[src/rtl/div_unit.sv]
`default_nettype none
// ==========================================================================
// Module   : div_unit
// Brief    : Iterative RV32M DIV/DIVU/REM/REMU unit, restoring algorithm,
//            one quotient bit per cycle, start/done handshake with stall.
// Revision : 1.0
// ==========================================================================
module div_unit #(
   parameter int XLEN = 32
) (
   input  logic            clk,
   input  logic            reset,
   input  logic            stall_i,
   input  logic            start_i,
   input  logic [2:0]      funct3_i,
   input  logic [XLEN-1:0] rs1_i,
   input  logic [XLEN-1:0] rs2_i,
   output logic            busy_o,
   output logic            done_o,
   output logic [XLEN-1:0] result_o
);

   localparam int CW = $clog2(XLEN);

   typedef enum logic [1:0] {
      S_IDLE = 2'd0,
      S_CALC = 2'd1,
      S_FIX  = 2'd2
   } state_t;

   state_t          state_q, state_d;
   logic [CW-1:0]   cnt_q, cnt_d;
   logic [XLEN-1:0] rem_q, rem_d;
   logic [XLEN-1:0] quo_q, quo_d;
   logic [XLEN-1:0] dvs_q, dvs_d;
   logic [XLEN-1:0] result_q, result_d;
   logic            q_neg_q, q_neg_d;
   logic            r_neg_q, r_neg_d;
   logic            sel_rem_q, sel_rem_d;
   logic            done_q, done_d;

   logic            signed_op, a_neg, b_neg, div_zero, ovf, ge;
   logic [XLEN-1:0] a_mag, b_mag, diff, rem_fix, quo_fix;
   logic [XLEN:0]   shifted;
   logic            unused_funct3;

   // funct3[2] is always 1 for the M-extension divide group.
   assign unused_funct3 = funct3_i[2];

   assign signed_op = ~funct3_i[0];
   assign a_neg     = signed_op & rs1_i[XLEN-1];
   assign b_neg     = signed_op & rs2_i[XLEN-1];
   assign a_mag     = a_neg ? -rs1_i : rs1_i;
   assign b_mag     = b_neg ? -rs2_i : rs2_i;
   assign div_zero  = (rs2_i == '0);
   assign ovf       = signed_op && (rs1_i == {1'b1, {(XLEN-1){1'b0}}}) && (&rs2_i);

   // Working remainder is XLEN+1 bits: the shifted-in bit can push it past 2^XLEN-1.
   assign shifted   = {rem_q, quo_q[XLEN-1]};
   assign ge        = (shifted >= {1'b0, dvs_q});
   assign diff      = shifted[XLEN-1:0] - dvs_q;
   assign rem_fix   = r_neg_q ? -rem_q : rem_q;
   assign quo_fix   = q_neg_q ? -quo_q : quo_q;

   always_comb begin
      state_d   = state_q;
      cnt_d     = cnt_q;
      rem_d     = rem_q;
      quo_d     = quo_q;
      dvs_d     = dvs_q;
      result_d  = result_q;
      q_neg_d   = q_neg_q;
      r_neg_d   = r_neg_q;
      sel_rem_d = sel_rem_q;
      done_d    = done_q;

      if (!stall_i) begin
         done_d = 1'b0;
         case (state_q)
            S_IDLE: begin
               if (start_i) begin
                  if (div_zero || ovf) begin
                     done_d   = 1'b1;
                     if (funct3_i[1])
                        result_d = div_zero ? rs1_i : '0;
                     else
                        result_d = div_zero ? '1 : rs1_i;
                  end else begin
                     state_d   = S_CALC;
                     cnt_d     = '0;
                     rem_d     = '0;
                     quo_d     = a_mag;
                     dvs_d     = b_mag;
                     q_neg_d   = a_neg ^ b_neg;
                     r_neg_d   = a_neg;
                     sel_rem_d = funct3_i[1];
                  end
               end
            end
            S_CALC: begin
               rem_d = ge ? diff : shifted[XLEN-1:0];
               quo_d = {quo_q[XLEN-2:0], ge};
               if (cnt_q == CW'(XLEN - 1)) begin
                  state_d = S_FIX;
                  cnt_d   = '0;
               end else begin
                  cnt_d = cnt_q + CW'(1);
               end
            end
            S_FIX: begin
               result_d = sel_rem_q ? rem_fix : quo_fix;
               done_d   = 1'b1;
               state_d  = S_IDLE;
            end
            default: begin
               state_d = S_IDLE;
            end
         endcase
      end
   end

   always_ff @(posedge clk) begin
      if (reset) begin
         state_q   <= S_IDLE;
         cnt_q     <= '0;
         rem_q     <= '0;
         quo_q     <= '0;
         dvs_q     <= '0;
         result_q  <= '0;
         q_neg_q   <= 1'b0;
         r_neg_q   <= 1'b0;
         sel_rem_q <= 1'b0;
         done_q    <= 1'b0;
      end else begin
         state_q   <= state_d;
         cnt_q     <= cnt_d;
         rem_q     <= rem_d;
         quo_q     <= quo_d;
         dvs_q     <= dvs_d;
         result_q  <= result_d;
         q_neg_q   <= q_neg_d;
         r_neg_q   <= r_neg_d;
         sel_rem_q <= sel_rem_d;
         done_q    <= done_d;
      end
   end

   assign busy_o   = (state_q != S_IDLE);
   assign done_o   = done_q;
   assign result_o = result_q;

endmodule
`default_nettype wire
[config.mk]
export PLATFORM = sky130hd
export DESIGN_NAME = div_unit
export DESIGN_NICKNAME = d
export VERILOG_FILES = /design/src/rtl/div_unit.sv
export SDC_FILE = /design/constraint.sdc
export NUM_CORES = 1
export LEC_CHECK = 0
export ABC_AREA = 1
export CAP_MARGIN = 20
export CORE_AREA = 2 2 176 178
export DETAILED_ROUTE_END_ITERATION = 7
export DIE_AREA = 0 0 178 180
export GPL_TIMING_DRIVEN = 0
export PLACE_DENSITY = 0.66
export SKIP_LAST_GASP = 1
export SLEW_MARGIN = 15
export SYNTH_ARGS = -nofsm -noshare
export SYNTH_HDL_FRONTEND = slang
export SYNTH_SLANG_ARGS = --single-unit
[constraint.sdc]
create_clock -name clk -period 2.1 [get_ports clk]
set_input_delay 0.42 -clock clk [delete_from_list [all_inputs] [get_ports clk]]
set_output_delay 0.42 -clock clk [all_outputs]
set_load 0.05 [all_outputs]
Word level (Yosys, flattened, before mapping) --
Cells that the tools add are included. Widths: inputs -> output; s select.
Cells by class: add/subtract/negate cells 6, reduce and logical (&&, ||, !) cells 13, mux-type cells 29, magnitude comparators 1, bitwise gates (word level) 6, equal/unequal tests 8
Operator list (count):
- $mux 32 | 15
- $pmux 32 s2 | 3
- $neg 32->32 | 4
- $ge 33x32->1 | 1
- $eq 32x32->1 const B | 1
- $logic_not 32->1 | 1
- $reduce_and 32->1 | 1
- $sub 32x32->32 | 1
- $reduce_and 4->1 | 4
- $mux 5 | 3
- $pmux 5 s2 | 1
- $ne 2x2->1 const B | 4
- $mux 2 | 3
- $reduce_bool 2->1 | 3
- $add 5x1->5 const B | 1
- $eq 5x5->1 const B | 1
- $pmux 2 s2 | 1
- $not 1->1 | 3
- $and 1x1->1 | 2
- $eq 2x1->1 const B | 1
- $eq 2x2->1 const B | 1
- $logic_and 1x1->1 | 2
- $logic_not 2->1 | 1
- $mux 1 | 2
- other kinds (3) | 3
Storage, ports and cells: register bits after elaboration 139, input bits 71, output and inout bits 34, logic and storage cells 73

Longest topological paths before layout --
Gate-level depths: netlist (run 1).
depth in word-level cells 7, gate-level depth with buffers 16, gate-level depth less buffers 15

Worst setup path after synthesis (run 1) --
No wires, ideal clock.
path type register to register, from register rem_q[5], to register rem_q[11], required time 1957 ps, setup time 143 ps, path slack 32 ps, data arrival time 1925 ps, period minus slack after synthesis 2068 ps, path buffers 1, stages on the path, launching flop included 15, cells stage by stage dfxtp_1 > ha_1 > nand2_1 > nand2_1 > nand2_1 > nand2_1 > inv_1 > nand3_1 > nand2_1 > nand2_1 > nand2_1 > clkbuf_1 > nand3_1 > nand3_1 > a21oi_2
Between the ends: cells in the longest elaborated chain, start to end 3, elaborated cells on any way between the ends 4, classes of those cells add/sub (1); order compare (1); mux (2)
Ends and longest elaborated chain:
- from (decl) | RTL line 33 | logic [XLEN-1:0] rem_q, rem_d;
- from (signal assigned) | RTL line 137 | rem_q <= rem_d;
- $sub 32x32->32 or $ge 33x32->1 (tied branches) | RTL line 61, 60
- $mux 32 * | RTL line 101 | rem_d = ge ? diff : shifted[XLEN-1:0];
- $pmux 32 s2 * | RTL line 79 | case (state_q)
Mark *: on every way between the ends. The rest lies on a longest branch, timed or not. A chain may end at the register's enable or synchronous reset.

Worst setup path in the final report (run 1) --
from register dvs_q[26], to register rem_q[23]
Between the ends: cells in the longest elaborated chain, start to end 3
Ends and longest elaborated chain:
- from (decl) | RTL line 35 | logic [XLEN-1:0] dvs_q, dvs_d;
- from (signal assigned) | RTL line 139 | dvs_q <= dvs_d;
- $ge 33x32->1 | RTL line 60 | assign ge = (shifted >= {1'b0, dvs_q});
- $mux 32 | RTL line 101
- $pmux 32 s2 | RTL line 79
Every way passes these cells.

==> results.tsv, run 1 <==
stage	metric	value	unit
run	drv_cap	0	
placement	dpl_cell_area	14900	um2
final_layout	final_util	0.600	
detailed_routing	vias_per_cell	5.72	
worst_hold_path	min_path_type	in2reg	
sta	tightest_slew	0.932	ns
setup_path	cp-start-kind	register	
global_route	grt_overflow_total	0	
setup_path	cp-end-kind	register	
yosys	ys_seq_elements	139	
final_layout	n_fill_cell	2875	
global_route	grt_pass1_wl	89400	um
detailed_routing	route.detailed.drc	0	
placement	dp_hpwl	45100	um
sta	rsz0062_at_grt	yes	
global_route	antenna_found_initial	0	
yosys	async_flop_share	0	
detailed_routing	drt_wl_total	59500	um
final_layout	drive_gt1_frac	0.259	
global_route	busiest_layer	met2	
yosys	synth_edf_count	0	
yosys	syn_nets	2476	
placement	gp_congestion	1.03	
yosys	yosysUniqueCellTypes	45	
global_route	grt_start_max_net_pins	17	
die	die_y	180	um
global_route	grt.total_usage	0.364	
global_route	use_met3	0.0840	
power_and_ir_drop	p_switching	4.49	mW
sta	setup-tns-final	-2.56	ns
yosys	synth_cells	2365	
yosys	synth_top_area_frac	0.207	
yosys	netlist_top_cells_area	dfxtp_1 21%, nand2_1 17%, nand3_1 10%	
sta	relSlewSlack	0.379	
placement	port-buffer-count	103	
clocking	cts_max_path_buffers	2	
clocking	cts.htree.levels	4	
clocking	tritoncts	built	
yosys	yosysMostFrequentCell	nand2_1	
power_and_ir_drop	peakVddDrop	582	uV
run_status	failed_checks	setup timing	
sta	setup_viol	33	
die	ios	105	
detailed_routing	dr_total_vias	16993	
sta	final.min_clock_period	2.22	ns
sta	slew_viol_final	0	
power_and_ir_drop	switching_share	0.431	
yosys	avgSynthCellArea	5.67	um2
power_and_ir_drop	p_leak	8.48	nW
detailed_routing	drtAntennaViolNets	0	
die	rows	64	
yosys	synth_commonest_cells	620 x nand2_1, 300 x nor2_1, 291 x inv_1	
power_and_ir_drop	internal_power	5.92	mW
setup_path	crit_type	reg2reg	
die	fp.dieArea	32000	um2
sta	fmaxAchievable	0.450	GHz
final_layout	post-route-cell-area	18100	um2
power_and_ir_drop	combPwrFrac	0.428	
power_and_ir_drop	power	10.4	mW
yosys	synth_area_leader_cell	dfxtp_1	
final_layout	area_delta_synth_final	35.0	%
final_layout	fin_cells	2972	
yosys	syn_area	13400	um2
clocking	clock_latency	0.45	ns
clocking	path_clk_slew	0.07	ns
sta	finalCritPeriodShare	1.06	
sta	finalClockSkew	0.0165	ns
detailed_routing	routedWlPerCell	20.0	um
clocking	clock-sinks	139	
die	core	30200	um2
power_and_ir_drop	clkPwrFrac	0.286	
detailed_routing	dr.pass1.iters	5	
sta	setup_ws	-0.120	ns
yosys	yosysWarningCount	0	
yosys	synth-main-ff-cell	dfxtp_1	
clocking	cts-root-buf	clkbuf_16	
power_and_ir_drop	pwr-share-seq	0.286	
setup_path	crit_fanout	8	
global_route	groute.layer.met2.usage	0.548	
die	start_util	0.444	
placement	dp.cells	2864	
setup_path	worstPathRequired	2.39	ns
die	die_width	178	um
setup_path	arrival	2.51	ns
sta	hold_violations	0	
power_and_ir_drop	power_density	574	nW/um2
clocking	cts_made_buffers	17	
yosys	ys_seq_area_frac	0.207	
final_layout	final_nets	2674	
run_status	status	finished, violations left	
clocking	hold_buffers	0	
final_layout	num_antenna_cells	0	
global_route	grt_pass1_vias	15632	
global_route	use_met1	0.514	
detailed_routing	drtIter0Drc	2100	
==> cells by family (layout without fill, tap and decap cells) <==
family                     after synthesis  in the layout  synth area share
xor gates and xnor gates                44             44            0.0287
AOI/OAI and AO/OA                      407            407             0.173
buffers and inverters                  398            609             0.122
and+or+nand+nor                       1336           1336             0.431
DFF                                    139            139             0.207
adders and majority gates               41             41            0.0386
==> per-stage QoR <==
step                      hold WS (ns)  worst slack, ns
after floorplan                  0.430           0.0318
after global placement           0.447            -1.00
after detailed placement         0.453            -1.02
after CTS                        0.468          -0.0544
after global routing             0.465           -0.203
final                            0.416           -0.120
==> critical path, stage by stage, from the launching register on <==
cell     delay [ns]
dfxtp_2        0.33
inv_2          0.07
ha_4           0.30
nand2_2        0.08
nor2_2         0.14
inv_2          0.07
nor3_2         0.16
nand2_1        0.12
nand2_2        0.10
nor2_4         0.04
buf_12         0.13
nand2_8        0.12
buf_12         0.16
nand3_4        0.08
nand3_2        0.08
a21oi_2        0.06
==> power groups by stage <==
stage	Combinational [mW]	Sequential (mW)	Clock (mW)
floorplan	2.21	3.05	0
global placement	3.44	3.00	0
detailed placement	3.45	3.01	0
CTS	4.05	2.95	2.97
global route	4.78	2.99	3.08
finish	4.46	2.97	2.98
==> path summary, 6_finish.rpt <==
| path | cells after the start | end | startpoint | slack [ns] |
|---|---|---|---|---|
| worst max register to register | 15 | rem_q[23] | dvs_q[26] | -0.12 |
| worst max-delay path | 15 | rem_q[23] | dvs_q[26] | -0.12 |
| worst min-delay path | 4 | dvs_q[26] | rs2_i[26] | 0.42 |
| worst min register to register | 2 | result_o[29] | result_o[29] | 0.47 |
==> metal layers <==
metal | part of all wire | wire length, um
met5 | 0 | 0
met4 | 0.030 | 1780
met3 | 0.11 | 6520
met2 | 0.43 | 25500
met1 | 0.43 | 25700
==> state kept, by name, summed over array words and instances (netlist names), 2 cells and up <==
signal	count
dvs_q	32
rem_q	32
quo_q	32
cnt_q	5
state_q	2
result_o	32
==> repair_timing <==
action                     in CTS  in global routing
gates resized for setup       446                193
cloned                          7                  2
setup endpoints to repair     140                134
buffers inserted               49                 19
pin swaps                      87                 71
==> area by class of cell <==
class                   count  area [um2]  area share
clock inverters            14         129     0.00712
inverters                 302        1150      0.0636
repair buffers            180        1790      0.0986
flip-flops and latches    139        2900       0.160
plain buffers              95         654      0.0361
multi-input cells        1828       10600       0.583
clock buffers              18         429      0.0237
well taps                 396         495      0.0274
==> layout by cell type (no fill, tap or decap), types with 27 or more instances in the layout <==
cell	instances
nand2_1	556
nor2_1	251
inv_1	243
nand3_1	192
o21ai_0	175
a21oi_1	111
nand2_2	99
dfxtp_1	82
nand3_2	72
buf_4	66
a21oi_2	58
inv_2	49
dlygate4sd2_1	45
clkdlybuf4s50_1	41
dfxtp_2	39
nor2_2	37
clkbuf_1	36
ha_4	34
nor2_4	27
(Power assumes the default switching activity.)
==> run 2, diff against run 1 <==
- CTS_CLUSTER_SIZE: not set -> 14
- PLACE_DENSITY: 0.66 -> not set
- clock period: 2.1 -> 2.8 ns (I/O delays scaled with it)
==> results.tsv, run 2 (same netlist as run 1, synthesis figures left out) <==
stage	metric	value	unit	change
sta	relSlewSlack	0.247		-0.132
clocking	path_clk_slew	0.07	ns	about the same
clocking	post_cts_buffers	0		-100%
sta	rsz0062_at_grt	yes		
detailed_routing	vias_per_cell	5.62		-1.8%
sta	finalCritPeriodShare	0.988		
final_layout	final_nets	2598		-2.8%
global_route	grt_start_max_net_pins	17		unchanged
die	ios	105		unchanged
clocking	clock-sinks	139		unchanged
clocking	cts.htree.levels	4		unchanged
die	core	30200	um2	unchanged
setup_path	crit_fanout	10		+2
clocking	cts_made_buffers	17		unchanged
power_and_ir_drop	power_density	460	nW/um2	-20%
final_layout	fin_cells	2896		-2.6%
power_and_ir_drop	peakVddDrop	466	uV	-20%
setup_path	crit_type	in2reg		
final_layout	area_delta_synth_final	16.5	%	
sta	final.min_clock_period	2.77	ns	
worst_hold_path	min_path_type	reg2reg		
die	rows	64		unchanged
sta	setup_viol	0		-100%
setup_path	arrival	3.14	ns	+0.63 ns
detailed_routing	dr.pass1.iters	7		+2
die	start_util	0.444		unchanged
run	drv_cap	0		unchanged
sta	fmaxAchievable	0.361	GHz	
sta	finalClockSkew	0.00848	ns	-0.00805 ns
placement	dp.cells	2864		unchanged
final_layout	final_cell_mix	617 x nand2_1, 296 x nor2_1, 289 x inv_1		
final_layout	num_antenna_cells	0		unchanged
setup_path	worstPathRequired	3.18	ns	+0.79 ns
clocking	tritoncts	built		
clocking	clock_latency	0.44	ns	about the same
placement	dp_hpwl	46300	um	+2.7%
detailed_routing	routedWlPerCell	19.7	um	-1.9%
placement	port-buffer-count	103		unchanged
clocking	cts_max_path_buffers	2		unchanged
setup_path	cp-start-kind	input port		
detailed_routing	drtAntennaViolNets	0		unchanged
power_and_ir_drop	p_leak	7.30	nW	-14%
global_route	grt_pass1_wl	84800	um	-5.1%
global_route	grt_overflow_total	0		unchanged
die	fp.dieArea	32000	um2	unchanged
detailed_routing	dr_total_vias	16267		-4.3%
final_layout	drive_gt1_frac	0.0904		-0.169
power_and_ir_drop	power	7.19	mW	-31%
final_layout	post-route-cell-area	15600	um2	-14%
global_route	grt.total_usage	0.351		-0.0124
die	die_y	180	um	unchanged
placement	gp_congestion	1.04		+1.6%
sta	hold_violations	0		unchanged
detailed_routing	drt_wl_total	56900	um	-4.4%
run_status	status	completed		
global_route	grt_pass1_vias	14385		-8.0%
final_layout	layout_commonest_cell	nand2_1		
placement	dpl_cell_area	14900	um2	unchanged
global_route	antenna_found_initial	1		+1
sta	tightest_slew	1.13	ns	+0.198 ns
setup_path	cp-end-kind	register		
clocking	cts-root-buf	clkbuf_16		
sta	setup-tns-final	0	ns	+2.56 ns
die	die_width	178	um	unchanged
detailed_routing	route.detailed.drc	0		unchanged
sta	slew_viol_final	0		unchanged
detailed_routing	drtIter0Drc	1877		-11%
run 2: cell types whose count changed in the layout (fill, tap and decap cells not counted), sizes merged, moves of 2 or more:
cell           previous run  this run
dlymetal6s2s             14         2
dlygate4sd2              45         0
inv                     306       304
clkdlybuf4s50            41       101
clkinv                    7         9
buf                     115        38
run 2: per-layer routing:
metal,GRT usage,routed length [um]
met5,0,9
met4,0.0843,1490
met3,0.0810,5880
met2,0.509,23200
met1,0.521,26300
run 2: critical path, stage by stage:
cell and delay, ns:
clkdlybuf4s50_1 0.43, inv_1 0.15, ha_1 0.21, nand3_2 0.13, nor2_2 0.20, nand2_1 0.13, nor2_2 0.14, nand4_1 0.22
buf_2 0.26, o21ai_0 0.09, o21ai_1 0.16, o21ai_2 0.26, nor2_1 0.08, nor2_1 0.10
run 2: worst paths after layout:
check	from	endpoint	slack (ns)	cells after the start
worst min-delay path	result_o[12]	result_o[12]	0.46	2
worst max register to register	dvs_q[21]	rem_q[27]	0.08	16
worst min register to register	result_o[12]	result_o[12]	0.46	2
worst max-delay path	rs2_i[0]	result_o[15]	0.03	14
run 2: repair_timing:
| item | 4_1_cts | 5_1_grt |
|---|---|---|
| gates resized for setup | 5 | 38 |
| pin swaps | 0 | 3 |
| hold buffers | 0 | 0 |
| setup endpoints to repair | 3 | 64 |
| endpoints found under the hold margin | 0 | 0 |
run 2: final cells by class:
cell class                 instances  area (um2)
fill                            3300       14600
buffer                            96         522
clock inverter                    14         136
inverter                         302        1130
timing repair buffer             103        1040
tap                              396         495
clock buffer                      18         429
multi-input combinational       1828        9090
sequential                       139        2790
run 2: metrics by stage:
stage                     setup WS [ns]  hold slack (ns)   util
final                            0.0333            0.465  0.518
after global routing            -0.0466            0.478  0.518
after CTS                       -0.0273            0.466  0.514
after detailed placement         -0.569            0.455  0.495
after global placement           -0.606            0.447  0.495
after floorplan                   0.679            0.430      -
run 2: where the power goes:
part           leakage [nW]  switching (mW)  internal [mW]
Clock                 0.274            1.01           1.24
Sequential             1.13           0.106           2.11
Combinational          5.89            1.89          0.835
